File: config.mk
export PLATFORM = sky130hd
export DESIGN_NAME = stdp_synapse_array
export DESIGN_NICKNAME = d
export VERILOG_FILES = /design/src/rtl/snn_pkg.sv /design/src/rtl/spike_trace.sv /design/src/rtl/stdp_synapse_array.sv
export SDC_FILE = /design/constraint.sdc
export NUM_CORES = 1
export LEC_CHECK = 0
export ABC_CLOCK_PERIOD_IN_PS = 29300
export CAP_MARGIN = 20
export CORE_MARGIN = 10
export CORE_UTILIZATION = 51
export DETAILED_ROUTE_END_ITERATION = 10
export PLACE_DENSITY = 0.69
export RECOVER_POWER = 50
export SYNTH_ARGS = -nofsm -noshare
export SYNTH_HDL_FRONTEND = slang
export SYNTH_SLANG_ARGS = --single-unit
File: constraint.sdc
create_clock -name clk -period 29.3 [get_ports clk]
set_input_delay 4.395 -clock clk [delete_from_list [all_inputs] [get_ports clk]]
set_output_delay 4.395 -clock clk [all_outputs]
set_load 0.02 [all_outputs]
File: src/rtl/snn_pkg.sv
// Shared types and arithmetic helpers for the STDP synapse array and its trace counters.
package snn_pkg;

  typedef enum logic [1:0] {
    ST_IDLE    = 2'd0,
    ST_FORWARD = 2'd1,
    ST_UPDATE  = 2'd2
  } state_t;

  // Clamp a sign-extended value to the signed range of a dw-bit word.
  function automatic logic signed [63:0] sat_dw(input logic signed [63:0] x, input int dw);
    logic signed [63:0] hi;
    logic signed [63:0] lo;
    hi = (64'sd1 <<< (dw - 1)) - 64'sd1;
    lo = -(64'sd1 <<< (dw - 1));
    if (x > hi) return hi;
    if (x < lo) return lo;
    return x;
  endfunction

  function automatic logic [31:0] trace_inc(input logic [31:0] t, input int tw);
    logic [31:0] max_val;
    max_val = (32'd1 << tw) - 32'd1;
    return (t >= max_val) ? max_val : t + 32'd1;
  endfunction

  function automatic logic [31:0] trace_dec(input logic [31:0] t);
    return (t == 32'd0) ? 32'd0 : t - 32'd1;
  endfunction

endpackage

File: src/rtl/spike_trace.sv
// Saturating spike trace: increments on a spike, decays on decay_tick, spike has priority.
module spike_trace
  import snn_pkg::*;
#(
  parameter int T_DW = 4
) (
  input  logic            clk,
  input  logic            rst,
  input  logic            i_en,
  input  logic            i_spike,
  input  logic            i_decay,
  output logic [T_DW-1:0] o_trace
);

  logic [T_DW-1:0] r_trace;

  always_ff @(posedge clk) begin
    if (rst) begin
      r_trace <= '0;
    end else if (i_en) begin
      if (i_spike) begin
        r_trace <= T_DW'(trace_inc(32'(r_trace), T_DW));
      end else if (i_decay) begin
        r_trace <= T_DW'(trace_dec(32'(r_trace)));
      end
    end
  end

  assign o_trace = r_trace;

endmodule

File: src/rtl/stdp_synapse_array.sv
// N_PRE-input synapse array: saturated PSP sum, per-channel STDP sweep and host weight access.
module stdp_synapse_array
  import snn_pkg::*;
#(
  parameter int N_PRE    = 8,
  parameter int DW       = 16,
  parameter int T_DW     = 4,
  parameter int LR_SHIFT = 4,
  localparam int AW      = $clog2(N_PRE)
) (
  input  logic                 clk,
  input  logic                 rst,
  input  logic                 i_en,
  input  logic [N_PRE-1:0]     i_pre_spike,
  input  logic                 i_post_spike,
  input  logic                 i_decay_tick,
  input  logic                 i_wr_en,
  input  logic [AW-1:0]        i_wr_addr,
  input  logic signed [DW-1:0] i_wr_data,
  input  logic                 i_rd_en,
  input  logic [AW-1:0]        i_rd_addr,
  output logic signed [DW-1:0] o_rd_data,
  output logic                 o_rd_valid,
  input  logic                 i_update_en,
  input  logic signed [DW-1:0] i_learning_rate,
  output logic signed [DW-1:0] o_psp_value,
  output logic                 o_psp_valid,
  output logic                 o_busy,
  output logic                 o_update_done
);

  localparam int SW = DW + AW;
  localparam int PW = DW + T_DW + 1;

  state_t r_state, w_state_nxt;
  logic [AW-1:0] r_idx;
  logic signed [DW-1:0] r_weight [N_PRE];
  logic signed [DW-1:0] r_psp_value;
  logic r_psp_valid;
  logic signed [DW-1:0] r_rd_data;
  logic r_rd_valid;
  logic r_done;

  logic [T_DW-1:0] w_pre_trace [N_PRE];
  logic [T_DW-1:0] w_post_trace;
  logic w_fwd, w_sweep, w_last, w_wr_ok, w_rd_ok;
  logic signed [SW-1:0] w_sum;
  logic signed [DW-1:0] w_psp_sat;
  logic signed [T_DW:0] w_diff;
  logic signed [PW-1:0] w_prod, w_delta;
  logic signed [PW:0] w_wsum;
  logic signed [DW-1:0] w_new_w;

  for (genvar g = 0; g < N_PRE; g++) begin : g_pre
    spike_trace #(.T_DW(T_DW)) u_pre_trace (
      .clk     (clk),
      .rst     (rst),
      .i_en    (i_en),
      .i_spike (i_pre_spike[g]),
      .i_decay (i_decay_tick),
      .o_trace (w_pre_trace[g])
    );
  end

  spike_trace #(.T_DW(T_DW)) u_post_trace (
    .clk     (clk),
    .rst     (rst),
    .i_en    (i_en),
    .i_spike (i_post_spike),
    .i_decay (i_decay_tick),
    .o_trace (w_post_trace)
  );

  assign w_last = (r_idx == AW'(N_PRE - 1));

  always_comb begin
    w_state_nxt = r_state;
    w_fwd       = 1'b0;
    w_sweep     = 1'b0;
    case (r_state)
      ST_IDLE: begin
        if (i_en) w_state_nxt = ST_FORWARD;
      end
      ST_FORWARD: begin
        w_fwd = i_en;
        if (i_en && i_update_en) w_state_nxt = ST_UPDATE;
      end
      ST_UPDATE: begin
        w_fwd   = i_en;
        w_sweep = i_en;
        if (i_en && w_last) w_state_nxt = ST_FORWARD;
      end
      default: w_state_nxt = ST_IDLE;
    endcase
  end

  assign o_busy = (r_state == ST_UPDATE);

  always_ff @(posedge clk) begin
    if (rst) begin
      r_state <= ST_IDLE;
      r_idx   <= '0;
      r_done  <= 1'b0;
    end else begin
      r_state <= w_state_nxt;
      r_done  <= w_sweep && w_last;
      if (w_sweep) r_idx <= w_last ? '0 : r_idx + AW'(1);
    end
  end

  always_comb begin
    w_sum = '0;
    for (int i = 0; i < N_PRE; i++) begin
      if (i_pre_spike[i]) w_sum = w_sum + SW'(r_weight[i]);
    end
  end

  assign w_psp_sat = DW'(sat_dw(64'(w_sum), DW));

  // Traces are read as they stand this cycle, before this cycle's spikes land.
  assign w_diff  = $signed({1'b0, w_pre_trace[r_idx]}) - $signed({1'b0, w_post_trace});
  assign w_prod  = PW'(i_learning_rate) * PW'(w_diff);
  assign w_delta = w_prod >>> LR_SHIFT;
  assign w_wsum  = (PW+1)'(r_weight[r_idx]) + (PW+1)'(w_delta);
  assign w_new_w = DW'(sat_dw(64'(w_wsum), DW));

  assign w_wr_ok = i_wr_en && !o_busy && (32'(i_wr_addr) < N_PRE);
  assign w_rd_ok = (32'(i_rd_addr) < N_PRE);

  always_ff @(posedge clk) begin
    if (rst) begin
      for (int i = 0; i < N_PRE; i++) r_weight[i] <= '0;
    end else if (w_sweep) begin
      r_weight[r_idx] <= w_new_w;
    end else if (w_wr_ok) begin
      r_weight[i_wr_addr] <= i_wr_data;
    end
  end

  always_ff @(posedge clk) begin
    if (rst) begin
      r_psp_value <= '0;
      r_psp_valid <= 1'b0;
    end else if (w_fwd) begin
      r_psp_value <= w_psp_sat;
      r_psp_valid <= |i_pre_spike;
    end else begin
      r_psp_valid <= 1'b0;
    end
  end

  always_ff @(posedge clk) begin
    if (rst) begin
      r_rd_data  <= '0;
      r_rd_valid <= 1'b0;
    end else begin
      r_rd_valid <= i_rd_en;
      if (i_rd_en) r_rd_data <= w_rd_ok ? r_weight[i_rd_addr] : '0;
    end
  end

  assign o_psp_value   = r_psp_value;
  assign o_psp_valid   = r_psp_valid;
  assign o_rd_data     = r_rd_data;
  assign o_rd_valid    = r_rd_valid;
  assign o_update_done = r_done;

endmodule

==> results.py, run 1 <==
metrics = {
    "status": {
        "outcome": "complete, but fails checks",
        "violations": "max-capacitance violations, max-slew violations",
    },
    "sta": {
        "slew_violations": 99,
        "rsz0062_at_grt": "no",
        "tightest_slew_ps": 3310,
        "finClkSkew_ps": 17.2,
        "fmax_mhz": 58.2,
        "slew-limit-headroom_pct": -121,
        "min_period_ps": 17190,
        "fin_tns_setup_ps": 0,
        "finalHoldViolations": 0,
        "fin_crit_sh_pct": 58.7,
        "finalSetupViolCount": 0,
    },
    "cts": {
        "cts_sinks": 207,
        "postCtsSetupBuffers": 0,
        "ctsHoldBuffers": 0,
        "insertion_delay_ps": 530,
        "cts_buffers": 23,
        "path_clk_slew_ps": 60,
        "htree_levels": 1,
        "cts-root-buf": "clkbuf_16",
        "cts_tree": "done",
        "clockBufferDepth": 3,
        "post_cts_resized": 0,
    },
    "global_routing": {
        "grt_start_max_net_pins": 66,
        "grt_use_total_pct": 24.8,
        "gr-total-overflow": 0,
        "first_global_vias": 19100,
        "grt_pass1_wl_mm": 105,
        "antenna_found_initial": 3,
    },
    "logic_synthesis": {
        "synth_most_common_cell": "nor2_1",
        "synth_edf_count": 128,
        "syn_avg_cell_area_um2": 8.82,
        "yosys_warnings": 0,
        "yosysUniqueCellTypes": 88,
        "syn_area_mm2": 0.0222,
        "ys_seq_area_share_pct": 24.4,
        "synth-seq-cells": 207,
        "yosys.area.top_type_share_pct": 17.3,
        "ys_top_cells_by_count": "nor2_1 (208), ha_1 (204), nand2_1 (203)",
        "async_flop_share_pct": 0,
        "yosys-top-cells-area": "edfxtp_1 (17%), ha_1 (11%), mux4_2 (7.4%), dfxtp_1 (7.1%), fa_1 (5.3%)",
        "netlist_instances": 2519,
        "syn-num-nets": 2836,
        "synth_flop_cell": "edfxtp_1",
        "yosys.area.top_type": "edfxtp_1",
    },
    "routing": {
        "drt_iter0_markers": 1805,
        "drt_wl_total_mm": 67.5,
        "wirelength_met1_mm": 27.5,
        "vias": 19900,
        "wl_met2_mm": 31.9,
        "routed.top_layer": "met5",
        "drc": 0,
        "via_per_inst": 6.35,
        "met3RoutedLength_mm": 6.46,
        "wire_per_inst_um": 21.5,
        "ant_nets": 0,
        "first_pass_iters": 5,
    },
    "floorplanning": {
        "start_util_pct": 51.6,
        "dieHeight_um": 229,
        "num_io_pins": 90,
        "die_w_um": 229,
        "rows": 76,
        "coreArea_mm2": 0.0431,
        "die_area_mm2": 0.0523,
    },
    "setup_path": {
        "cpMostUsedCell": "a21oi_1",
        "critical_path.startpoint_type": "input pin",
        "critPathKind": "input pin to register",
        "crit_path_max_fanout": 27,
        "crit_arrival_ps": 17420,
        "slowest_stage": "and2_1",
        "max_stage_delay_ps": 600,
        "rr_worst_depth": 57,
        "endpoint_kind": "register",
        "worstPathRequired_ps": 29530,
    },
    "final_layout": {
        "area_delta_synth_final_pct": 8.86,
        "drive_gt1_share_pct": 8.23,
        "finalNetCount": 2854,
    },
    "pwr": {
        "static-leakage-power_nw": 10.1,
        "power_w": 0.00239,
        "power_density_mw_per_mm2": 98.9,
        "vdd_ir_drop_max_uv": 120,
    },
    "hold_path": {
        "whs_path_depth": 2,
        "min_path_type": "register to register",
    },
    "placed_design": {
        "place_congestion": 0.968,
        "io_buffers": 89,
        "place_hpwl_mm": 53.7,
    },
    "flow_run": {
        "maxCapViolCount": 2,
    },
}
where the power goes:
group	total, W	internal, W	switching, W
combinational	0.00174	0.000675	0.00106
sequential	0.000382	0.000342	0.0000398
clock	0.000274	0.000155	0.000119
worst paths after layout:
kind | start | to | slack [ps]
max | i_pre_spike[0] | o_psp_value[2] | 12110
min | o_rd_data[13] | o_rd_data[13] | 480
max reg2reg | r_weight[0][0] | o_psp_value[2] | 16130
min reg2reg | o_rd_data[13] | o_rd_data[13] | 480
worst max-delay path: cells and delay by family:
| kind | cells | cell delay (ps) |
|---|---|---|
| buffers and inverters | 5 | 930 |
| AO/OA/AOI/OAI | 28 | 5530 |
| XOR/XNOR | 7 | 1660 |
| multiplexers | 1 | 300 |
| adder cells (fa/ha/maj) | 8 | 2590 |
| AND/OR/NAND/NOR | 10 | 1960 |
per-layer routing:
| layer | vias to the layer above | track usage (%) |
|---|---|---|
| met2 | 804 | 41.8 |
| li1 | 9382 | - |
| met4 | 4 | 6.58 |
| met3 | 115 | 4.24 |
| met1 | 9619 | 32.2 |
| met5 | - | 0 |
final cells by class:
cell class | instances | area [um^2]
Antenna cell | 1 | 2.50
Clock buffer | 32 | 649
Clock inverter | 9 | 50.0
Fill cell | 3857 | 18900
Inverter | 144 | 541
Multi-Input combinational cell | 2049 | 15800
Sequential cell | 207 | 5430
Tap cell | 585 | 732
Timing Repair Buffer | 112 | 1010
flip-flops by register name, summed over array words and instances, names as in the netlist, named ones only:
signal,cells
u_post_trace.o_trace,4
r_idx,3
r_weight,128
o_rd_valid,1
o_update_done,1
g_pre.u_pre_trace.o_trace,32
o_rd_data,16
o_psp_value,16
o_psp_valid,1
r_state,2
layout by cell type (no fill, tap or decap), types with 8 or more instances in the layout:
cell               n
nand4_1           19
fa_1              59
or3_1             26
nand2_1          203
and2_1            36
nor4_1             8
nand2b_1          37
inv_1            141
a211oi_1          57
mux4_2            73
and3_1            15
o31ai_1           14
o21bai_1          17
xor2_1            40
o21ai_1           21
nor2_1           208
clkdlybuf4s50_1   48
o21a_1            36
a21oi_1          183
a311oi_1          21
o211ai_1          16
edfxtp_1         128
ha_1             204
a31oi_1           27
o21ai_0          130
nor3b_1           17
nor2b_1           26
clkbuf_16         23
dfxtp_1           77
a21o_1            52
a211oi_2          12
mux2_2            51
xnor2_1           76
nand3_1           54
mux2i_1           41
nor3_1           159
dlygate4sd3_1     36
clkbuf_1          15
buf_4             15
cell families after synthesis:
kind of cell	Yosys count	synth area share [%]
simple gates	837	18.0
mux	165	11.8
xor+xnor	118	4.77
buf+inv	263	4.56
flops	207	24.4
fa+ha+maj	264	16.8
compound gates	665	19.5
through the flow:
stage / worst slack, ps / cells / util (%) / hold slack, ps / instance area (um^2)
4_1_cts: 12430 / 3138 / 56.2 / 486 / 24200
6_report: 12110 / 3139 / 56.2 / 476 / 24200
5_1_grt: 11090 / 3138 / 56.2 / 507 / 24200
2_1_floorplan: 14130 / 2519 / - / 506 / 22200
3_5_place_dp: 11890 / 3097 / 54.6 / 478 / 23500
3_3_place_gp: 12150 / 3097 / 54.6 / 478 / 23500
No activity file was read; power rests on OpenSTA's default activity.
==> run 2: changes to the inputs <==
--- a/config.mk
+++ b/config.mk
@@ -5,7 +5,7 @@
 export SDC_FILE = /design/constraint.sdc
 export NUM_CORES = 1
 export LEC_CHECK = 0
-export ABC_CLOCK_PERIOD_IN_PS = 29300
+export ABC_CLOCK_PERIOD_IN_PS = 16500
 export CAP_MARGIN = 20
 export CORE_MARGIN = 10
 export CORE_UTILIZATION = 51
==> constraint.sdc (replaced) <==
create_clock -name clk -period 16.5 [get_ports clk]
set_input_delay 2.475 -clock clk [delete_from_list [all_inputs] [get_ports clk]]
set_output_delay 2.475 -clock clk [all_outputs]
set_load 0.02 [all_outputs]
==> results.py, run 2 (synthesis results as in run 1) <==
metrics = {
    "status": {
        "outcome": "complete, but fails checks",
        "violations": "max-capacitance violations, max-slew violations",
    },
    "routing": {
        "drt_wl_total_mm": 68.4,
        "vias": 20100,
        "ant_nets": 0,
        "via_per_inst": 6.37,
        "drt_iter0_markers": 1535,
        "wire_per_inst_um": 21.7,
        "drc": 0,
        "first_pass_iters": 8,
    },
    "placed_design": {
        "place_hpwl_mm": 54.2,
        "place_congestion": 0.980,
        "post-place-ws_ps": 1180,
        "io_buffers": 89,
        "placed_cells_incl_taps": 3101,
    },
    "sta": {
        "tightest_slew_ps": 3200,
        "fmax_mhz": 66.0,
        "fin_tns_setup_ps": 0,
        "holdWs_ps": 482,
        "min_period_ps": 15150,
        "finalHoldViolations": 0,
        "slew-limit-headroom_pct": -114,
        "layout_setup_ws_ps": 1350,
        "fin_crit_sh_pct": 91.8,
        "slew_violations": 123,
        "finalSetupViolCount": 0,
        "rsz0062_at_grt": "no",
        "finClkSkew_ps": 16.2,
    },
    "cts": {
        "cts_buffers": 24,
        "postCtsSetupBuffers": 0,
        "path_clk_slew_ps": 60,
        "cts_tree": "done",
        "cts_sinks": 207,
        "clockBufferDepth": 3,
        "insertion_delay_ps": 540,
        "ctsHoldBuffers": 0,
        "cts-root-buf": "clkbuf_16",
        "post_cts_resized": 0,
        "htree_levels": 1,
    },
    "floorplanning": {
        "dieHeight_um": 229,
        "start_util_pct": 51.6,
        "die_w_um": 229,
        "die_area_mm2": 0.0523,
        "coreArea_mm2": 0.0431,
        "rows": 76,
        "num_io_pins": 90,
    },
    "setup_path": {
        "critical_path.startpoint_type": "input pin",
        "worst-path-buf-inv": 5,
        "max_stage_delay_ps": 650,
        "worstPathRequired_ps": 16760,
        "crit_arrival_ps": 15400,
        "critPathKind": "input pin to register",
        "crit_path_max_fanout": 23,
        "cpMostUsedCell": "ha_1",
        "crit_family": "compound AO/OA/AOI/OAI gates",
        "endpoint_kind": "register",
        "slowest_stage": "nor4_1",
    },
    "final_layout": {
        "regMostFlops": "r_weight",
        "largest_reg_flops": 128,
        "final_common_cell": "nor2_1",
        "fin_cells": 3147,
        "finalNetCount": 2860,
        "final_util_pct": 56.6,
        "drive_gt1_share_pct": 8.55,
        "area_delta_synth_final_pct": 9.64,
        "final_cell_mix": "nor2_1 (208), ha_1 (204), nand2_1 (203)",
    },
    "global_routing": {
        "grt_use_total_pct": 25.1,
        "grt_pass1_wl_mm": 107,
        "gr-total-overflow": 0,
        "grt_start_max_net_pins": 62,
        "antenna_found_initial": 3,
        "first_global_vias": 19900,
    },
    "pwr": {
        "vdd_ir_drop_max_uv": 196,
        "static-leakage-power_nw": 10.1,
        "power_density_mw_per_mm2": 178,
    },
    "flow_run": {
        "maxCapViolCount": 3,
    },
    "hold_path": {
        "min_path_type": "register to register",
    },
}
-- run 2: power breakdown --
group / leakage (nW) / internal [W] / switching, W / total (W)
clock network: 0.390 / 0.000343 / 0.000225 / 0.000569
registers: 1.97 / 0.000608 / 0.0000691 / 0.000677
logic: 7.76 / 0.00121 / 0.00189 / 0.00310
total: 10.1 / 0.00216 / 0.00218 / 0.00434
-- run 2: final timing paths --
kind | start | to | slack (ps) | cells after the start
worst max-delay path | i_pre_spike[0] | o_psp_value[1] | 1350 | 54
worst min-delay path | o_rd_data[2] | o_rd_data[2] | 480 | 2
worst max register to register | r_weight[0][0] | o_psp_value[1] | 3370 | 53
worst min register to register | o_rd_data[2] | o_rd_data[2] | 480 | 2
-- run 2: area by class of cell --
type,instances,area (um^2)
fillers,3848,18700
multi-input cells,2049,15800
flip-flops and latches,207,5430
repair buffers,117,1040
well taps,585,732
clock buffers,32,652
inverters,144,541
clock inverters,12,183
diodes,1,2.50
-- run 2: per-layer routing --
layer	share of wire [%]	routed length, um	global-route usage, %	vias up
met1	40	27100	30.5	9796
met5	0.010	7	0	-
met4	3.1	2130	8.46	2
met3	8.5	5820	4.48	118
li1	-	-	-	9381
met2	49	33400	44.0	760
-- run 2: worst register-to-register path: cells and delay by family, from the launching register on --
kind,cells,cell delay (ps)
DFF,1,430
muxes,2,560
xor gates and xnor gates,6,1460
and+or+nand+nor,11,2710
adders and majority gates,8,2520
buffers and inverters,3,280
AOI/OAI and AO/OA,23,4880
-- run 2: stage by stage --
step           power (W)  cell area (um^2)
2_1_floorplan    0.00307             22200
3_3_place_gp     0.00364             23600
6_report         0.00434             24400
4_1_cts          0.00432             24400
3_5_place_dp     0.00373             23600
5_1_grt          0.00475             24400
==> run 3: changes to the inputs <==
--- a/config.mk
+++ b/config.mk
@@ -9,7 +9,9 @@
 export CAP_MARGIN = 20
 export CORE_MARGIN = 10
 export CORE_UTILIZATION = 51
+export CTS_CLUSTER_DIAMETER = 30
 export DETAILED_ROUTE_END_ITERATION = 10
+export GPL_ROUTABILITY_DRIVEN = 0
 export PLACE_DENSITY = 0.69
 export RECOVER_POWER = 50
 export SYNTH_ARGS = -nofsm -noshare
==> results.py, run 3 (synthesis results as in run 1) <==
metrics = {
    "floorplanning": {
        "die_area_mm2": 0.0523,
        "num_io_pins": 90,
        "die_w_um": 229,
        "rows": 76,
        "start_util_pct": 51.6,
        "dieHeight_um": 229,
        "coreArea_mm2": 0.0431,
    },
    "pwr": {
        "seqPwrFrac_pct": 14.9,
        "power_frac_clock_pct": 17.4,
        "static-leakage-power_nw": 10.4,
        "power_density_mw_per_mm2": 184,
        "power.internal_w": 0.00233,
        "switching_share_pct": 49.1,
        "combPwrFrac_pct": 67.7,
        "p_switching_w": 0.00224,
        "vdd_ir_drop_max_uv": 151,
    },
    "sta": {
        "slew-limit-headroom_pct": -113,
        "tightest_slew_ps": 3190,
        "finalHoldViolations": 0,
        "finalSetupViolCount": 0,
        "fmax_mhz": 65.5,
        "slew_violations": 123,
        "finClkSkew_ps": 19.5,
        "min_period_ps": 15260,
        "rsz0062_at_grt": "no",
        "holdWs_ps": 484,
        "fin_crit_sh_pct": 92.5,
        "fin_tns_setup_ps": 0,
    },
    "cts": {
        "insertion_delay_ps": 540,
        "cts_tree": "done",
        "path_clk_slew_ps": 50,
        "ctsHoldBuffers": 0,
        "cts_sinks": 207,
        "htree_levels": 2,
        "cts-root-buf": "clkbuf_16",
        "post_cts_resized": 0,
        "clockBufferDepth": 3,
        "postCtsSetupBuffers": 0,
        "cts_buffers": 39,
    },
    "global_routing": {
        "grt_pass1_wl_mm": 108,
        "first_global_vias": 19900,
        "antenna_found_initial": 3,
        "gr-total-overflow": 0,
        "grt_start_max_net_pins": 62,
        "grt_use_total_pct": 25.4,
    },
    "final_layout": {
        "area_delta_synth_final_pct": 11.7,
        "final_util_pct": 57.6,
        "final_cell_mix": "nor2_1 (208), ha_1 (204), nand2_1 (203)",
        "finalNetCount": 2875,
        "regArea_mm2": 0.00543,
        "regMostFlops": "r_weight",
        "drive_gt1_share_pct": 9.62,
        "final_common_cell": "nor2_1",
        "num-fill-cells": 3743,
        "multi_input_area_mm2": 0.0158,
        "largest_reg_flops": 128,
    },
    "setup_path": {
        "r2r-end": "o_psp_value[4]",
        "crit_family": "compound AO/OA/AOI/OAI gates",
        "cpMostUsedCell": "a21oi_1",
        "slowest_stage": "clkdlybuf4s50_1",
        "crit_path_max_fanout": 14,
        "rr_worst_depth": 57,
        "r2r-start": "r_weight[0][0]",
        "worstPathRequired_ps": 16760,
        "max_stage_delay_ps": 640,
        "crit_arrival_ps": 15520,
        "critical_path.startpoint_type": "input pin",
        "worst-path-buf-inv": 4,
        "endpoint_kind": "register",
        "critPathKind": "input pin to register",
        "r2r_slack_ps": 3510,
    },
    "hold_path": {
        "holdPathEnd": "o_rd_data[2]",
        "hp-start": "o_rd_data[2]",
        "min_path_type": "register to register",
        "whs_path_depth": 2,
    },
    "routing": {
        "ant_nets": 0,
        "drt_wl_total_mm": 68.9,
        "drc": 0,
        "vias": 20300,
        "via_per_inst": 6.38,
        "first_pass_iters": 6,
        "wire_per_inst_um": 21.7,
        "drt_iter0_markers": 1710,
    },
    "flow_run": {
        "maxCapViolCount": 3,
    },
    "status": {
        "outcome": "complete, but fails checks",
        "violations": "max-capacitance violations, max-slew violations",
    },
    "placed_design": {
        "place_hpwl_mm": 54.0,
        "io_buffers": 89,
    },
}
-- run 3: cell types whose count changed in the layout (fill, tap and decap cells not counted) --
cell | before | now
clkbuf_1 | 17 | 14
clkbuf_16 | 25 | 39
clkbuf_8 | 0 | 2
clkinv_2 | 0 | 9
clkinv_4 | 1 | 4
clkinvlp_4 | 4 | 3
diode_2 | 1 | 2
inv_16 | 0 | 1
inv_6 | 1 | 4
inv_8 | 1 | 0
-- run 3: area by class of cell --
type	instances	share of cell area, %
timing repair buffer	117	4.20
antenna	2	0.0202
clock buffer	45	4.10
multi-input combinational	2049	63.6
tap	585	2.95
clock inverter	26	1.13
inverter	144	2.18
sequential	207	21.9
-- run 3: how the worst max path moves through the flow --
stage | startpoint | endpoint | cells past startpoint
6_report | i_pre_spike[0] | o_psp_value[4] | 58
5_1_grt | i_pre_spike[0] | o_psp_value[5] | 58
4_1_cts | i_pre_spike[0] | o_psp_value[4] | 57
3_5_place_dp | i_pre_spike[0] | o_psp_value[2] | 57
3_3_place_gp | i_pre_spike[0] | o_psp_value[2] | 57
2_1_floorplan | i_pre_spike[0] | o_psp_value[2] | 55
-- run 3: tightest hold or removal path, delay by kind of cell, from the launching register on --
family | cells | cell delay [ps]
DFF | 1 | 300
AOI/OAI and AO/OA | 1 | 50
and+or+nand+nor | 1 | 80
-- run 3: stage by stage --
stage	std cells	power [W]	worst slack (ps)	cell area, um^2
finish	3175	0.00457	1240	24800
global route	3174	0.00497	263	24800
CTS	3172	0.00453	1610	24900
detailed placement	3101	0.00372	1080	23600
global placement	3101	0.00362	1320	23600
floorplan	2519	0.00307	3250	22200
-- run 3: per-layer routing --
layer	global-route usage [%]	share of wire, %
met4	9.35	3.5
met5	0	0.039
met1	31.8	39
met3	3.98	9.9
met2	43.5	48
-- run 3: power groups by stage --
| stage | Clock (W) | Sequential [W] | Combinational [W] |
|---|---|---|---|
| floorplan | 0 | 0.000658 | 0.00241 |
| global placement | 0 | 0.000684 | 0.00294 |
| detailed placement | 0 | 0.000685 | 0.00304 |
| CTS | 0.000797 | 0.000677 | 0.00306 |
| global route | 0.000819 | 0.000683 | 0.00347 |
| finish | 0.000794 | 0.000681 | 0.00310 |
